<file path="src/rtl/fetch_stage.sv">
// Instruction fetch: owns the fetch PC, drives a req/ack imem port and a single-entry IF/ID register.
// Latency: ack in cycle t gives valid_o in t+1; decode stalls via ready_i; a taken branch squashes and redirects.
// Backpressure: no new request while IF/ID is full and not consumed; an unacked request is never withdrawn.
module fetch_stage #(
    parameter logic [31:0] RESET_PC = 32'h0000_0000,
    parameter logic [31:0] NOP_INST = 32'h0000_0013
) (
    input  logic        clk_i,
    input  logic        rst_i,
    output logic        imem_req_o,
    output logic [31:0] imem_addr_o,
    input  logic        imem_ack_i,
    input  logic [31:0] imem_data_i,
    output logic [31:0] inst_o,
    output logic [31:0] pc_o,
    output logic        valid_o,
    input  logic        ready_i,
    input  logic        branch_i,
    input  logic [31:0] branch_pc_i,
    input  logic [31:0] imm_i
);

    typedef enum logic [1:0] {
        S_RUN  = 2'd0,
        S_WAIT = 2'd1,
        S_DROP = 2'd2
    } state_t;

    state_t      state, state_nxt;
    logic [31:0] fetch_pc, fetch_pc_nxt;
    logic [31:0] req_addr, req_addr_nxt;
    logic        valid_nxt;
    logic [31:0] inst_nxt, pc_nxt;
    logic        load;
    logic [31:0] load_pc;
    logic        room;
    logic [31:0] target;

    assign room   = !valid_o || ready_i;
    // Immediate is in halfword units; the shift drops imm_i[31], matching mod-2^32 arithmetic.
    assign target = branch_pc_i + (imm_i << 1);

    always_comb begin
        state_nxt    = state;
        fetch_pc_nxt = fetch_pc;
        req_addr_nxt = req_addr;
        valid_nxt    = valid_o;
        inst_nxt     = inst_o;
        pc_nxt       = pc_o;
        load         = 1'b0;
        load_pc      = fetch_pc;
        imem_req_o   = 1'b1;
        imem_addr_o  = req_addr;

        if (state == S_RUN) begin
            imem_req_o  = room;
            imem_addr_o = fetch_pc;
        end

        if (branch_i) begin
            fetch_pc_nxt = target;
            valid_nxt    = 1'b0;
            inst_nxt     = NOP_INST;
            // An unacked request must still be seen through, so park it in DROP.
            if (imem_req_o && !imem_ack_i) begin
                state_nxt = S_DROP;
                if (state == S_RUN) begin
                    req_addr_nxt = fetch_pc;
                end
            end else begin
                state_nxt = S_RUN;
            end
        end else begin
            case (state)
                S_RUN: begin
                    if (imem_req_o) begin
                        if (imem_ack_i) begin
                            load         = 1'b1;
                            load_pc      = fetch_pc;
                            fetch_pc_nxt = fetch_pc + 32'd4;
                        end else begin
                            req_addr_nxt = fetch_pc;
                            state_nxt    = S_WAIT;
                        end
                    end
                end
                S_WAIT: begin
                    if (imem_ack_i) begin
                        load         = 1'b1;
                        load_pc      = req_addr;
                        fetch_pc_nxt = req_addr + 32'd4;
                        state_nxt    = S_RUN;
                    end
                end
                S_DROP: begin
                    if (imem_ack_i) begin
                        state_nxt = S_RUN;
                    end
                end
                default: state_nxt = S_RUN;
            endcase

            if (load) begin
                valid_nxt = 1'b1;
                inst_nxt  = imem_data_i;
                pc_nxt    = load_pc;
            end else if (valid_o && ready_i) begin
                valid_nxt = 1'b0;
            end
        end
    end

    always_ff @(posedge clk_i) begin
        if (rst_i) begin
            state    <= S_RUN;
            fetch_pc <= RESET_PC;
            req_addr <= RESET_PC;
            valid_o  <= 1'b0;
            inst_o   <= NOP_INST;
            pc_o     <= 32'd0;
        end else begin
            state    <= state_nxt;
            fetch_pc <= fetch_pc_nxt;
            req_addr <= req_addr_nxt;
            valid_o  <= valid_nxt;
            inst_o   <= inst_nxt;
            pc_o     <= pc_nxt;
        end
    end

endmodule

</file>
<file path="config.mk">
export PLATFORM = sky130hd
export DESIGN_NAME = fetch_stage
export DESIGN_NICKNAME = d
export VERILOG_FILES = /design/src/rtl/fetch_stage.sv
export SDC_FILE = /design/constraint.sdc
export NUM_CORES = 1
export LEC_CHECK = 0
export ABC_AREA = 1
export CORE_MARGIN = 2
export CORE_UTILIZATION = 53
export CTS_CLUSTER_SIZE = 10
export DETAILED_ROUTE_END_ITERATION = 6
export GPL_ROUTABILITY_DRIVEN = 0
export PLACE_DENSITY = 0.86
export RECOVER_POWER = 25
export SLEW_MARGIN = 30
export SYNTH_ARGS = -nofsm -noshare
export SYNTH_HDL_FRONTEND = slang
export SYNTH_SLANG_ARGS = --single-unit
</file>
<file path="constraint.sdc">
create_clock -name clk_i -period 2.6 [get_ports clk_i]
set_input_delay 0.52 -clock clk_i [delete_from_list [all_inputs] [get_ports clk_i]]
set_output_delay 0.52 -clock clk_i [all_outputs]
set_load 0.05 [all_outputs]
</file>
# --- Yosys cells after proc, flatten, opt, wreduce, memory -nomap -nowiden ---
# Cells that the tools add are included.
word_totals:
  word_cells: 59
  reg_bits: 131
  out_inout_bits: 98
classes:
  n_reduce_logical: 16
  n_addsub: 3
  n_mux: 25
  n_eq_ne: 8
  n_bitwise: 1
op_table:
  columns: ["operator", "count"]
  rows:
  - ["$mux 32", 11]
  - ["$add 32x3->32 const B", 2]
  - ["$pmux 32 s2", 1]
  - ["$add 32x32->32", 1]
  - ["$ne 3x3->1 const B", 4]
  - ["$mux 2", 5]
  - ["$mux 1", 6]
  - ["$reduce_and 3->1", 2]
  - ["$reduce_bool 2->1", 3]
  - ["$pmux 2 s2", 1]
  - ["$reduce_and 4->1", 1]
  - ["$reduce_or 2->1", 2]
  - ["$ne 3x1->1 const B", 1]
  - ["$reduce_bool 3->1", 1]
  - ["$eq 2x1->1 const B", 1]
  - ["$eq 2x2->1 const B", 1]
  - ["$logic_and 1x1->1", 2]
  - ["$logic_not 1->1", 2]
  - ["$logic_not 2->1", 1]
  - ["$ne 2x1->1 const B", 1]
  - ["$pmux 1 s2", 1]
  - ["$reduce_and 2->1", 1]
  - ["$logic_or 1x1->1", 1]
  - ["$not 1->1", 1]

# --- Longest topological paths before layout ---
# Gate-level depths: netlist (run 1).
logic_depth:
  depth_word: 7
  depth_mapped: 18
  ltp_nobuf: 17

# --- Worst setup path before layout (run 1) ---
# Ideal clock, no wire load.
synth_timing:
  path_kind: "register to register"
  from: "reg state[0]"
  to: "reg req_addr[0]"
  arrival_ps: 2361
  period_less_slack_ps: 2457
  stages_incl_launch_ff: 7
  path_buffers: 1
  setup_slack_ps: 143
  path_cell_list: "dfxtp_1 inv_1 ha_1 buf_2 o21ai_0 o21ai_0 a221oi_1"
synth_via:
  word_cells_on_any_way: 10
synth_rtl:
  columns: ["item", "line", "text"]
  rows:
  - ["from (decl)", "29", "state_t state, state_nxt;"]
  - ["from (signal assigned)", "122", "state <= state_nxt;"]
  - ["$logic_not 2->1", "55", "if (state == S_RUN) begin"]
  - ["$mux 32", null, null]
  - ["net imem_addr_o[0]", "11", "output logic [31:0] imem_addr_o,"]
  - ["$mux 32 (2 in a row)", null, null]
  - ["to (signal assigned)", "124", "req_addr <= req_addr_nxt;"]
  - ["to (decl)", "31", "logic [31:0] req_addr, req_addr_nxt;"]
# The timed path passes the listed nets, and every way through them passes these cells. The select of a mux whose other input is x is not followed.
# A chain may end at the register's enable or synchronous reset.

# --- Final worst setup path (run 1) ---
layout_timing:
  from: "reg state[1]"
  to: "out imem_addr_o[9]"
layout_via:
  elab_chain_len: 2
layout_lines:
  columns: ["item", "line"]
  rows:
  - ["$logic_not 2->1", "55"]
  - ["$mux 32", null]
  - ["to (decl)", "11"]
# Every way passes these cells.

==> results of run 1 <==
==> power by group <==
part,switching [mW],total (mW),internal (mW)
Sequential,0.147,2.36,2.21
Clock,0.943,2.68,1.74
Combinational,1.99,3.20,1.21
Total,3.08,8.24,5.16
==> layer usage <==
layer | share of wire (%) | vias to the layer above | global-route usage (%)
met5 | 0 | - | 0
met4 | 4.3 | 0 | 16.3
met3 | 8.9 | 138 | 6.19
met2 | 48 | 651 | 55.5
met1 | 39 | 5307 | 38.5
li1 | - | 5844 | -
==> synth_stat cells, types with 3 or more instances <==
cell / instances
nor2_1: 267
nand2_2: 16
nand3b_1: 9
a211oi_1: 63
o21ai_0: 166
clkbuf_1: 49
nand3_1: 75
buf_2: 12
xor2_1: 13
buf_1: 8
dfxtp_1: 131
xnor2_1: 3
inv_2: 8
ha_1: 33
nor2_2: 14
buf_6: 5
nand2_1: 514
nand4_1: 11
a21oi_1: 61
o211ai_1: 3
a31oi_1: 7
inv_1: 210
o21ai_1: 3
==> registers in the layout (all words and copies together), names as in the netlist <==
signal / flops
req_addr: 32
pc_o: 32
inst_o: 32
state: 2
fetch_pc: 32
valid_o: 1
==> logic make-up (layout without fill, tap and decap cells) <==
group                    Yosys count  after routing  share of synthesized area, %
AO/OA/AOI/OAI                    311            311                          17.9
AND/OR/NAND/NOR                  913            913                          37.5
adder cells (fa/ha/maj)           34             34                          4.41
XOR/XNOR                          16             16                          1.43
flip-flops                       131            131                          26.7
buffers and inverters            296            525                          12.1
==> tightest hold or removal path: stages (launching register included) <==
cell     delay, ps
dfxtp_1        320
nand2_1         50
nand3_1         50
==> cell usage in the layout, fill, tap and decap left out, types with 4 or more instances in the layout <==
master and instances:
nor2_2 12, xor2_1 13, inv_1 211, nand4_1 11, a31oi_1 7, buf_4 67
nor2_1 268, nand3_1 73, nand2_1 515, inv_2 7, ha_1 30, o21ai_1 4
dfxtp_1 131, clkbuf_16 17, a21oi_1 61, o21ai_0 165, nand2_2 15, nand3b_1 9
bufinv_16 5, buf_12 37, clkdlybuf4s50_1 160, a211oi_1 63
==> worst max path at each step <==
stage                     slack, ps                   from                         to
final                            30  state[1]$_SDFFE_PP0P_             imem_addr_o[9]
after global routing            -70  state[1]$_SDFFE_PP0P_  fetch_pc[23]$_SDFFE_PP0P_
after CTS                        40  state[0]$_SDFFE_PP0P_             imem_addr_o[6]
after detailed placement       -210               imm_i[0]  fetch_pc[29]$_SDFFE_PP0P_
after global placement         -140         branch_pc_i[1]  fetch_pc[29]$_SDFFE_PP0P_
after floorplan                 140  state[0]$_SDFFE_PP0P_   req_addr[0]$_SDFFE_PP0P_
==> cell type report <==
class | instances | area (um2)
well taps | 229 | 287
repair buffers | 275 | 2920
flip-flops and latches | 131 | 2620
fillers | 1449 | 4750
inverters | 220 | 838
multi-input cells | 1274 | 6030
clock inverters | 10 | 181
clock buffers | 20 | 457
==> metrics, run 1 <==
Post-Syn Nets=1836; Area after DPL=about 13000 um2; First-pass DRT Iterations=7; Gate Count Post-Synth=about 1700; Setup TNS=0 ps; die width=140 um; initial antenna violation count=1; critical-path maximum fanout=44; clk_lat worst skew=440 ps; Critical Path Most Common Cell=buf_12; CP required=between 2000 and 2500 ps; Leak=6.40 nW; Worst IR Drop VDD=0.530 mV; drt via density=5.53; Seq/Total Area, Yosys=26.7%; CP Depth=6; slowest cell on the critical path=ha_2; CP Buf/Inv Count=3; via count=about 12000; warnings from Yosys=0; CTS Root Cell=clkbuf_16; Post-route DRC=8; die area=between 15000 and 20000 um2; Placed Cells=2129; total grt overflow=0; slew of the pin with the lowest slew margin=roughly 830 ps; hold path cells=2; fmax=between 0.3 and 0.4 GHz; critical-path cell list=inv_1 > ha_2 > buf_12 > nand2_1 > o21ai_0 > buf_12; CTS max path bufs=2; Core Util, Final=73.7%; fin crit share=99.0%; Core ar.=18100 um2; worst clock skew=11.3 ps; WS Path Type=reg -> out; Layout Nets=a little over 2000; PnR worst setup slack=about 25 ps; Min-Delay Startpoint=inst_o[4]$_SDFFE_PP1P_; synthesized area=9830 um2; RR Startpoint=state[1]$_SDFFE_PP0P_; IO Pins=199; RSZ-0062 raised after global routing=yes; reg-to-reg setup timing slack=130 ps; Initial Util=54.3%; run status=complete, but fails checks; Critical Path AT=2050 ps; P per Cell Area=618 nW/um2; synth top area cells=dfxtp_1 (27%), nand2_1 (20%), nor2_1 (10%); Max Slew Vio Count=0; drt wl/cell=14.9 um; fin crit period=about 2600 ps; CTS Hold Bufs=0; non-filler cells, final=2159; DR iter-0 viols=1339; layout cell share with drive strength beyond 1=roughly a tenth; Synth async-reset ratio=0%; final WL=32.1 mm; DIE HEIGHT=140 um; Final ANT Viol Nets=0; Hold WC Path Type=reg -> reg; detailed-placement wirelength estimate=23.5 mm; CTS tree=done; Synth Flop Type=dfxtp_1; number of global-route vias before repair=11100; Unique masters post-synth=37; register bit count reported by yosys=131; worst r2r dst=fetch_pc[28]$_SDFFE_PP0P_; Mean Syn Cell Area=5.78 um2; Overall Global Routing Usage=32.3%; final setup vio count=0; share of the synthesized area in the top cell type=26.7%; Final Hold Viols=0; Rel. slew slack=44.3%; CTS buffer count=17; crit end category=output port; critical path's top delay family=buffers and inverters; Post-synth EDFFs=0; largest area contributor in the netlist=dfxtp_1; max incr delay on CP=330 ps; Max Cap Viol=0; Hold Path End=inst_o[4]$_SDFFE_PP1P_; clock-pin slew on the worst setup and hold paths=60 ps; DP Worst Slack=-206 ps; first-pass GRT wire length=~52 mm; largest net degree at the start of global routing=around 60; Setup Fix Bufs, Post-CTS=0; total power=8.24 mW; Core Rows=49; violated checks=DRC; Fin Hold WS=453 ps; IO Port Bufs=about 200; H-tree levels=4; Sink Count=roughly 130; worst reg2reg path depth=16; startpoint types=register; Synth-to-Final Area Change=35.7%; Antenna diodes=0; CTS resizes=0; fin area=13300 um2
Note: power is estimated with default switching activity, not from simulation.
==> inputs of run 2 (changes only) <==
==> constraint.sdc (replaced) <==
create_clock -name clk_i -period 2.75 [get_ports clk_i]
set_input_delay 0.55 -clock clk_i [delete_from_list [all_inputs] [get_ports clk_i]]
set_output_delay 0.55 -clock clk_i [all_outputs]
set_load 0.05 [all_outputs]
==> run 2 against run 1 <==
  * The run still ends with DRC left
  * Cell count is 1.2% lower
  * Total power is 7.1% lower
  * Routed wire length is 2.8% lower
  * Sequential share of layout area is 0.38 points higher
  * Die area stayed put
  * Sequential cell count stayed put
  * First-iteration DRC count is 8.2% lower
  * Via count is 1.8% lower
  * Register-to-register slack better by 80 ps
  * Largest cell class unchanged
  * Cell area is 1.9% lower
  * Largest power group unchanged
==> metrics, run 2 (synthesis results as in run 1) <==
Initial Util=54.3% (unchanged); Switching Power=2.90 mW (was 3.08 mW); non-filler cells, final=2134 (was 2159); critical path's top delay family=buffers and inverters (unchanged); Fin Hold WS=455 ps (was 453 ps); WS Path Type=reg -> out (unchanged); DR iter-0 viols=1229 (was 1339); share of power burned in registers=29.1% (was 28.6%); Antenna diodes=0 (unchanged); hold path cells=2 (unchanged); commonest non-fill, non-tap cell in the layout=nand2_1 (unchanged); Area after DPL=12500 um2 (was 12700 um2); Clock power frac=32.3% (was 32.5%); largest net degree at the start of global routing=61 (unchanged); fin crit period=~2700 ps; RR Startpoint=state[1]$_SDFFE_PP0P_ (unchanged); # fillers=1475 (was 1449); drt via density=5.50 (was 5.53); critical-path maximum fanout=41 (was 44); CTS Hold Bufs=0 (unchanged); CP Buf/Inv Count=3 (unchanged); Post-route DRC=9 (was 8); detailed-placement wirelength estimate=23.2 mm (was 23.5 mm); Synth-to-Final Area Change=33.1% (was 35.7%); Final Hold Viols=0 (unchanged); Placed Cells=2102 (was 2129); PnR worst setup slack=71.9 ps (was 25.5 ps); IO Pins=199 (unchanged); WL met3=2.82 mm (was 2.86 mm); Pint=4.75 mW (was 5.16 mW); DIE HEIGHT=140 um (unchanged); First-pass DRT Iterations=7 (unchanged); startpoint types=register (unchanged); Final ANT Viol Nets=0 (unchanged); Critical Path AT=2130 ps (was 2050 ps); P per Cell Area=585 nW/um2 (was 618 nW/um2); number of global-route vias before repair=10700 (was 11100); Min-Delay Startpoint=inst_o[4]$_SDFFE_PP1P_ (unchanged); total grt overflow=0 (unchanged); worst r2r dst=fetch_pc[28]$_SDFFE_PP0P_ (unchanged); Core Util, Final=72.3% (was 73.7%); die width=140 um (unchanged); Setup TNS=0 ps (unchanged); CTS buffer count=17 (unchanged); via count=11700 (was 11900); worst clock skew=10.3 ps (was 11.3 ps); slowest cell on the critical path=o21ai_0 (was ha_2); commonest cells after routing, fill and taps aside=nand2_1 (515), nor2_1 (267), inv_1 (210) (was nand2_1 (515), nor2_1 (268), inv_1 (211)); max layer used=met4 (unchanged); initial antenna violation count=0 (was 1); total power=7.65 mW (was 8.24 mW); Worst IR Drop VDD=0.463 mV (was 0.530 mV); max incr delay on CP=520 ps (was 330 ps); IO Port Bufs=197 (unchanged); fin area=13100 um2 (was 13300 um2); first-pass GRT wire length=50.8 mm (was 52.0 mm); worst reg2reg path depth=16 (unchanged); wl on met1=12.2 mm (was 12.5 mm); CTS tree=done (unchanged); Gate power share=38.6% (was 38.8%); CTS Root Cell=clkbuf_16 (unchanged); Layout Nets=2027 (was 2054); clock-pin slew on the worst setup and hold paths=60 ps (about the same); reg-to-reg setup timing slack=210 ps (was 130 ps); sw frac=38.0% (was 37.3%); Overall Global Routing Usage=31.4% (was 32.3%); layout cell share with drive strength beyond 1=8.45% (was 9.64%); fmax=0.373 GHz; CP required=2200 ps (was 2080 ps); violated checks=DRC (unchanged); Leak=6.23 nW (was 6.40 nW); Core Rows=49 (unchanged); Hold Path End=inst_o[4]$_SDFFE_PP1P_ (unchanged); fin crit share=97.4%; drt wl/cell=14.6 um (was 14.9 um); H-tree levels=4 (unchanged); Max Slew Vio Count=0 (unchanged); slew of the pin with the lowest slew margin=963 ps (was 826 ps); Core ar.=18100 um2 (unchanged); critical-path cell list=inv_1 > ha_2 > buf_4 > o21ai_0 > buf_12 (was inv_1 > ha_2 > buf_12 > nand2_1 > o21ai_0 > buf_12); Met2 Wirelength=14.8 mm (was 15.3 mm); Sink Count=131 (unchanged); Rel. slew slack=35.1% (was 44.3%); die area=19600 um2 (unchanged); final WL=31.2 mm (was 32.1 mm); RSZ-0062 raised after global routing=no (was yes); Max Cap Viol=0 (unchanged); final setup vio count=0 (unchanged); crit end category=output port (unchanged); clk_lat worst skew=430 ps (was 440 ps); DP Worst Slack=-94.1 ps (was -206 ps); run status=complete, but fails checks (unchanged); CTS max path bufs=2 (unchanged); Hold WC Path Type=reg -> reg (unchanged)
## run 2: power by group through the flow
stage | Clock, mW | Sequential [mW] | Combinational (mW)
after floorplan | 0 | 2.44 | 1.60
after CTS | 2.48 | 2.22 | 2.92
after global placement | 0 | 2.25 | 2.84
final | 2.48 | 2.23 | 2.95
after global routing | 2.57 | 2.25 | 3.18
after detailed placement | 0 | 2.26 | 2.90
## run 2: area by class of cell
| type | instances | area [um2] | area share, % |
|---|---|---|---|
| multi-input combinational | 1274 | 6010 | 46.0 |
| timing repair buffer | 248 | 2680 | 20.5 |
| sequential | 131 | 2620 | 20.1 |
| inverter | 220 | 838 | 6.41 |
| clock buffer | 20 | 457 | 3.49 |
| tap | 229 | 287 | 2.19 |
| clock inverter | 12 | 180 | 1.38 |
## run 2: worst reg2reg max path: cells and delay by family (launching register included)
kind,cells,cell delay (ps)
AO/OA/AOI/OAI,1,180
adder cells (fa/ha/maj),2,660
buffers and inverters,3,210
flip-flops,1,320
AND/OR/NAND/NOR,10,1070
## run 2: worst max path at each step
stage                                     start                   endpoint  depth (start not counted)
after detailed placement               imm_i[0]  fetch_pc[29]$_SDFFE_PP0P_                         16
after CTS                 state[0]$_SDFFE_PP0P_             imem_addr_o[8]                          5
after global routing      state[0]$_SDFFE_PP0P_             imem_addr_o[8]                          5
after global placement           branch_pc_i[1]  fetch_pc[27]$_SDFFE_PP0P_                         16
after floorplan           state[0]$_SDFFE_PP0P_            imem_addr_o[10]                          4
final                     state[0]$_SDFFE_PP0P_             imem_addr_o[8]                          5
## run 2: what timing repair did
action / in CTS / in global routing
gates resized for setup: 0 / 1
setup buffers: 0 / 0
setup endpoints to repair: 0 / 1
## run 2: per-layer routing
layer | track usage [%] | up-vias
met5 | 0 | -
met4 | 14.1 | 0
met3 | 5.81 | 105
met2 | 53.8 | 601
met1 | 38.5 | 5239
li1 | - | 5786
==> inputs of run 3 (changes only) <==
--- a/config.mk
+++ b/config.mk
@@ -5,13 +5,13 @@
 export SDC_FILE = /design/constraint.sdc
 export NUM_CORES = 1
 export LEC_CHECK = 0
-export ABC_AREA = 1
+export ABC_AREA = 0
 export CORE_MARGIN = 2
-export CORE_UTILIZATION = 53
+export CORE_UTILIZATION = 51
 export CTS_CLUSTER_SIZE = 10
 export DETAILED_ROUTE_END_ITERATION = 6
 export GPL_ROUTABILITY_DRIVEN = 0
-export PLACE_DENSITY = 0.86
+export PLACE_DENSITY = 0.85
 export RECOVER_POWER = 25
 export SLEW_MARGIN = 30
 export SYNTH_ARGS = -nofsm -noshare
==> run 3 against run 2 <==
  * The run ends with DRC, setup timing left
  * Utilization rose by 0.95 points
  * First-iteration DRC count fell by 0.41%
  * Via count decreased by 18%
  * Die area shrank 9.8%
  * Global-route usage decreased by 0.97 points
  * Count of clock-buffer cells in the layout increased by 3
  * Sequential cell count did not move
  * Synthesized cell count fell by 35%
  * Worst hold slack worse by 2.0 ps
  * Combinational power decreased by 27%
  * Clock power shrank 6%
  * Register-to-register slack got worse by 160 ps
==> metrics, run 3 <==
run status=complete, but fails checks (unchanged); violated checks=DRC, setup timing (was DRC); commonest non-fill, non-tap cell in the layout=nand2_1 (unchanged); WS Path Type=in -> reg (was reg -> out); Unique masters post-synth=77 (was 37); CP required=3070 ps (was 2200 ps); CTS Root Cell=clkbuf_16 (unchanged); clock-pin slew on the worst setup and hold paths=60 ps (about the same); critical-path maximum fanout=4 (was 41); CTS tree=done (unchanged); total power=6.70 mW (was 7.65 mW); Gate Count Post-Synth=1113 (was 1701); Rel. slew slack=39.1% (was 35.1%); via count=9592 (was 11700); warnings from Yosys=0 (unchanged); Hold WC Path Type=reg -> reg (unchanged); CTS Hold Bufs=0 (unchanged); clk_lat worst skew=430 ps (about the same); CTS buffer count=17 (unchanged); Post-Syn Nets=1248 (was 1836); Leak=4.69 nW (was 6.23 nW); fmax=0.359 GHz (was 0.373 GHz); first-pass GRT wire length=44.0 mm (was 50.8 mm); drt wl/cell=17.8 um (was 14.6 um); Worst IR Drop VDD=0.478 mV (was 0.463 mV); crit end category=register (was output port); slew of the pin with the lowest slew margin=904 ps (was 963 ps); Synth-to-Final Area Change=41.9% (was 33.1%); largest area contributor in the netlist=dfxtp_1 (unchanged); Initial Util=51.6% (was 54.3%); DIE HEIGHT=133 um (was 140 um); Critical Path AT=3110 ps (was 2130 ps); First-pass DRT Iterations=7 (unchanged); initial antenna violation count=0 (unchanged); PnR worst setup slack=-35.8 ps (was 71.9 ps); final WL=28.3 mm (was 31.2 mm); Max Slew Vio Count=0 (unchanged); DP Worst Slack=-640 ps (was -94.1 ps); Area after DPL=11200 um2 (was 12500 um2); CTS max path bufs=2 (unchanged); Post-synth EDFFs=0 (unchanged); Synth async-reset ratio=0% (unchanged); share of the synthesized area in the top cell type=30.9% (was 26.7%); Final Hold Viols=0 (unchanged); Max Cap Viol=0 (unchanged); commonest cells after routing, fill and taps aside=nand2_1 (223), clkdlybuf4s50_1 (139), dfxtp_1 (131) (was nand2_1 (515), nor2_1 (267), inv_1 (210)); number of global-route vias before repair=8770 (was 10700); Core Util, Final=73.3% (was 72.3%); Sink Count=131 (unchanged); synth top area cells=dfxtp_1 (31%), nand2_1 (9.9%), a21oi_1 (6.5%) (was dfxtp_1 (27%), nand2_1 (20%), nor2_1 (10%)); Layout Nets=1494 (was 2027); most frequent cell after synthesis=nand2_1 (unchanged); drt via density=6.03 (was 5.50); P per Cell Area=555 nW/um2 (was 585 nW/um2); worst clock skew=11.7 ps (was 10.3 ps); layout cell share with drive strength beyond 1=19.0% (was 8.45%); Core ar.=16500 um2 (was 18100 um2); largest net degree at the start of global routing=94 (was 61); die area=17700 um2 (was 19600 um2); Final ANT Viol Nets=0 (unchanged); Post-route DRC=4 (was 9); Antenna diodes=0 (unchanged); die width=133 um (was 140 um); Core Rows=47 (was 49); Post-synth top cells=nand2_1 (224), dfxtp_1 (131), a21oi_1 (111) (was nand2_1 (514), nor2_1 (267), inv_1 (210)); fin crit period=2790 ps (was 2680 ps); Synth Flop Type=dfxtp_1 (unchanged); final setup vio count=2 (was 0); Overall Global Routing Usage=30.5% (was 31.4%); synthesized area=8500 um2 (was 9830 um2); DR iter-0 viols=1224 (was 1229); Seq/Total Area, Yosys=30.9% (was 26.7%); # fillers=1215 (was 1475); Mean Syn Cell Area=7.64 um2 (was 5.78 um2); total grt overflow=0 (unchanged); H-tree levels=4 (unchanged); IO Pins=199 (unchanged); register bit count reported by yosys=131 (unchanged); fin area=12100 um2 (was 13100 um2); fin crit share=101% (was 97.4%); RSZ-0062 raised after global routing=yes (was no); detailed-placement wirelength estimate=18.9 mm (was 23.2 mm); IO Port Bufs=197 (unchanged); startpoint types=primary input (was register)
[run 3: area by class of cell]
type	instances	area, um2	area share, %
clock inverter	9	129	1.07
multi-input combinational	886	5720	47.4
clock buffer	23	468	3.88
tap	220	275	2.28
sequential	131	2620	21.7
inverter	19	71.3	0.591
timing repair buffer	304	2780	23.0
[run 3: cells by family (layout without fill, tap and decap cells)]
group,Yosys count,count (layout),share of synthesized area (%)
AND/OR/NAND/NOR,465,465,24.5
AO/OA/AOI/OAI,281,281,22.5
flip-flops,131,131,30.9
buffers and inverters,96,355,4.61
multiplexers,66,66,8.32
XOR/XNOR,40,40,4.12
adder cells (fa/ha/maj),34,34,5.09
[run 3: stage by stage]
stage | instances | setup TNS, ps | hold slack [ps]
2_1_floorplan | 1113 | 0 | 455
3_3_place_gp | 1552 | -6550 | 440
3_5_place_dp | 1552 | -7800 | 446
4_1_cts | 1590 | 0 | 454
5_1_grt | 1592 | -779 | 474
6_report | 1592 | -46.3 | 453
[run 3: worst paths after layout]
path | startpoint | endpoint | slack (ps) | cells past startpoint
max | imm_i[19] | fetch_pc[27]$_SDFFE_PP0P_ | -40 | 9
min | inst_o[30]$_SDFFE_PP0P_ | inst_o[30]$_SDFFE_PP0P_ | 450 | 2
max reg2reg | state[1]$_SDFFE_PP0P_ | fetch_pc[31]$_SDFFE_PP0P_ | 50 | 11
min reg2reg | inst_o[30]$_SDFFE_PP0P_ | inst_o[30]$_SDFFE_PP0P_ | 450 | 2
[run 3: power breakdown]
group	switching (mW)	internal, mW
Sequential	0.175	2.04
Clock	0.866	1.47
Combinational	1.26	0.896
[run 3: per-layer routing]
layer	track usage, %	up-vias	part of all wire, %
li1	-	4526	-
met1	39.9	4405	41
met2	49.7	570	46
met3	7.23	91	9.9
met4	10.2	0	3.2
met5	0	-	0
[run 3: what timing repair did]
action | in CTS | in global routing
setup buffers | 6 | 3
pin swaps | 13 | 21
setup endpoints to repair | 8 | 45
resized for setup | 24 | 35
[run 3: worst max-delay path, cell delays in order]
cell             delay (ps)
clkdlybuf4s50_1         410
ha_1                    330
nand2_1                  60
o21ai_0                 710
a31oi_1                 120
or2_4                   300
a31o_4                  250
xor2_1                  130
a221oi_1                250
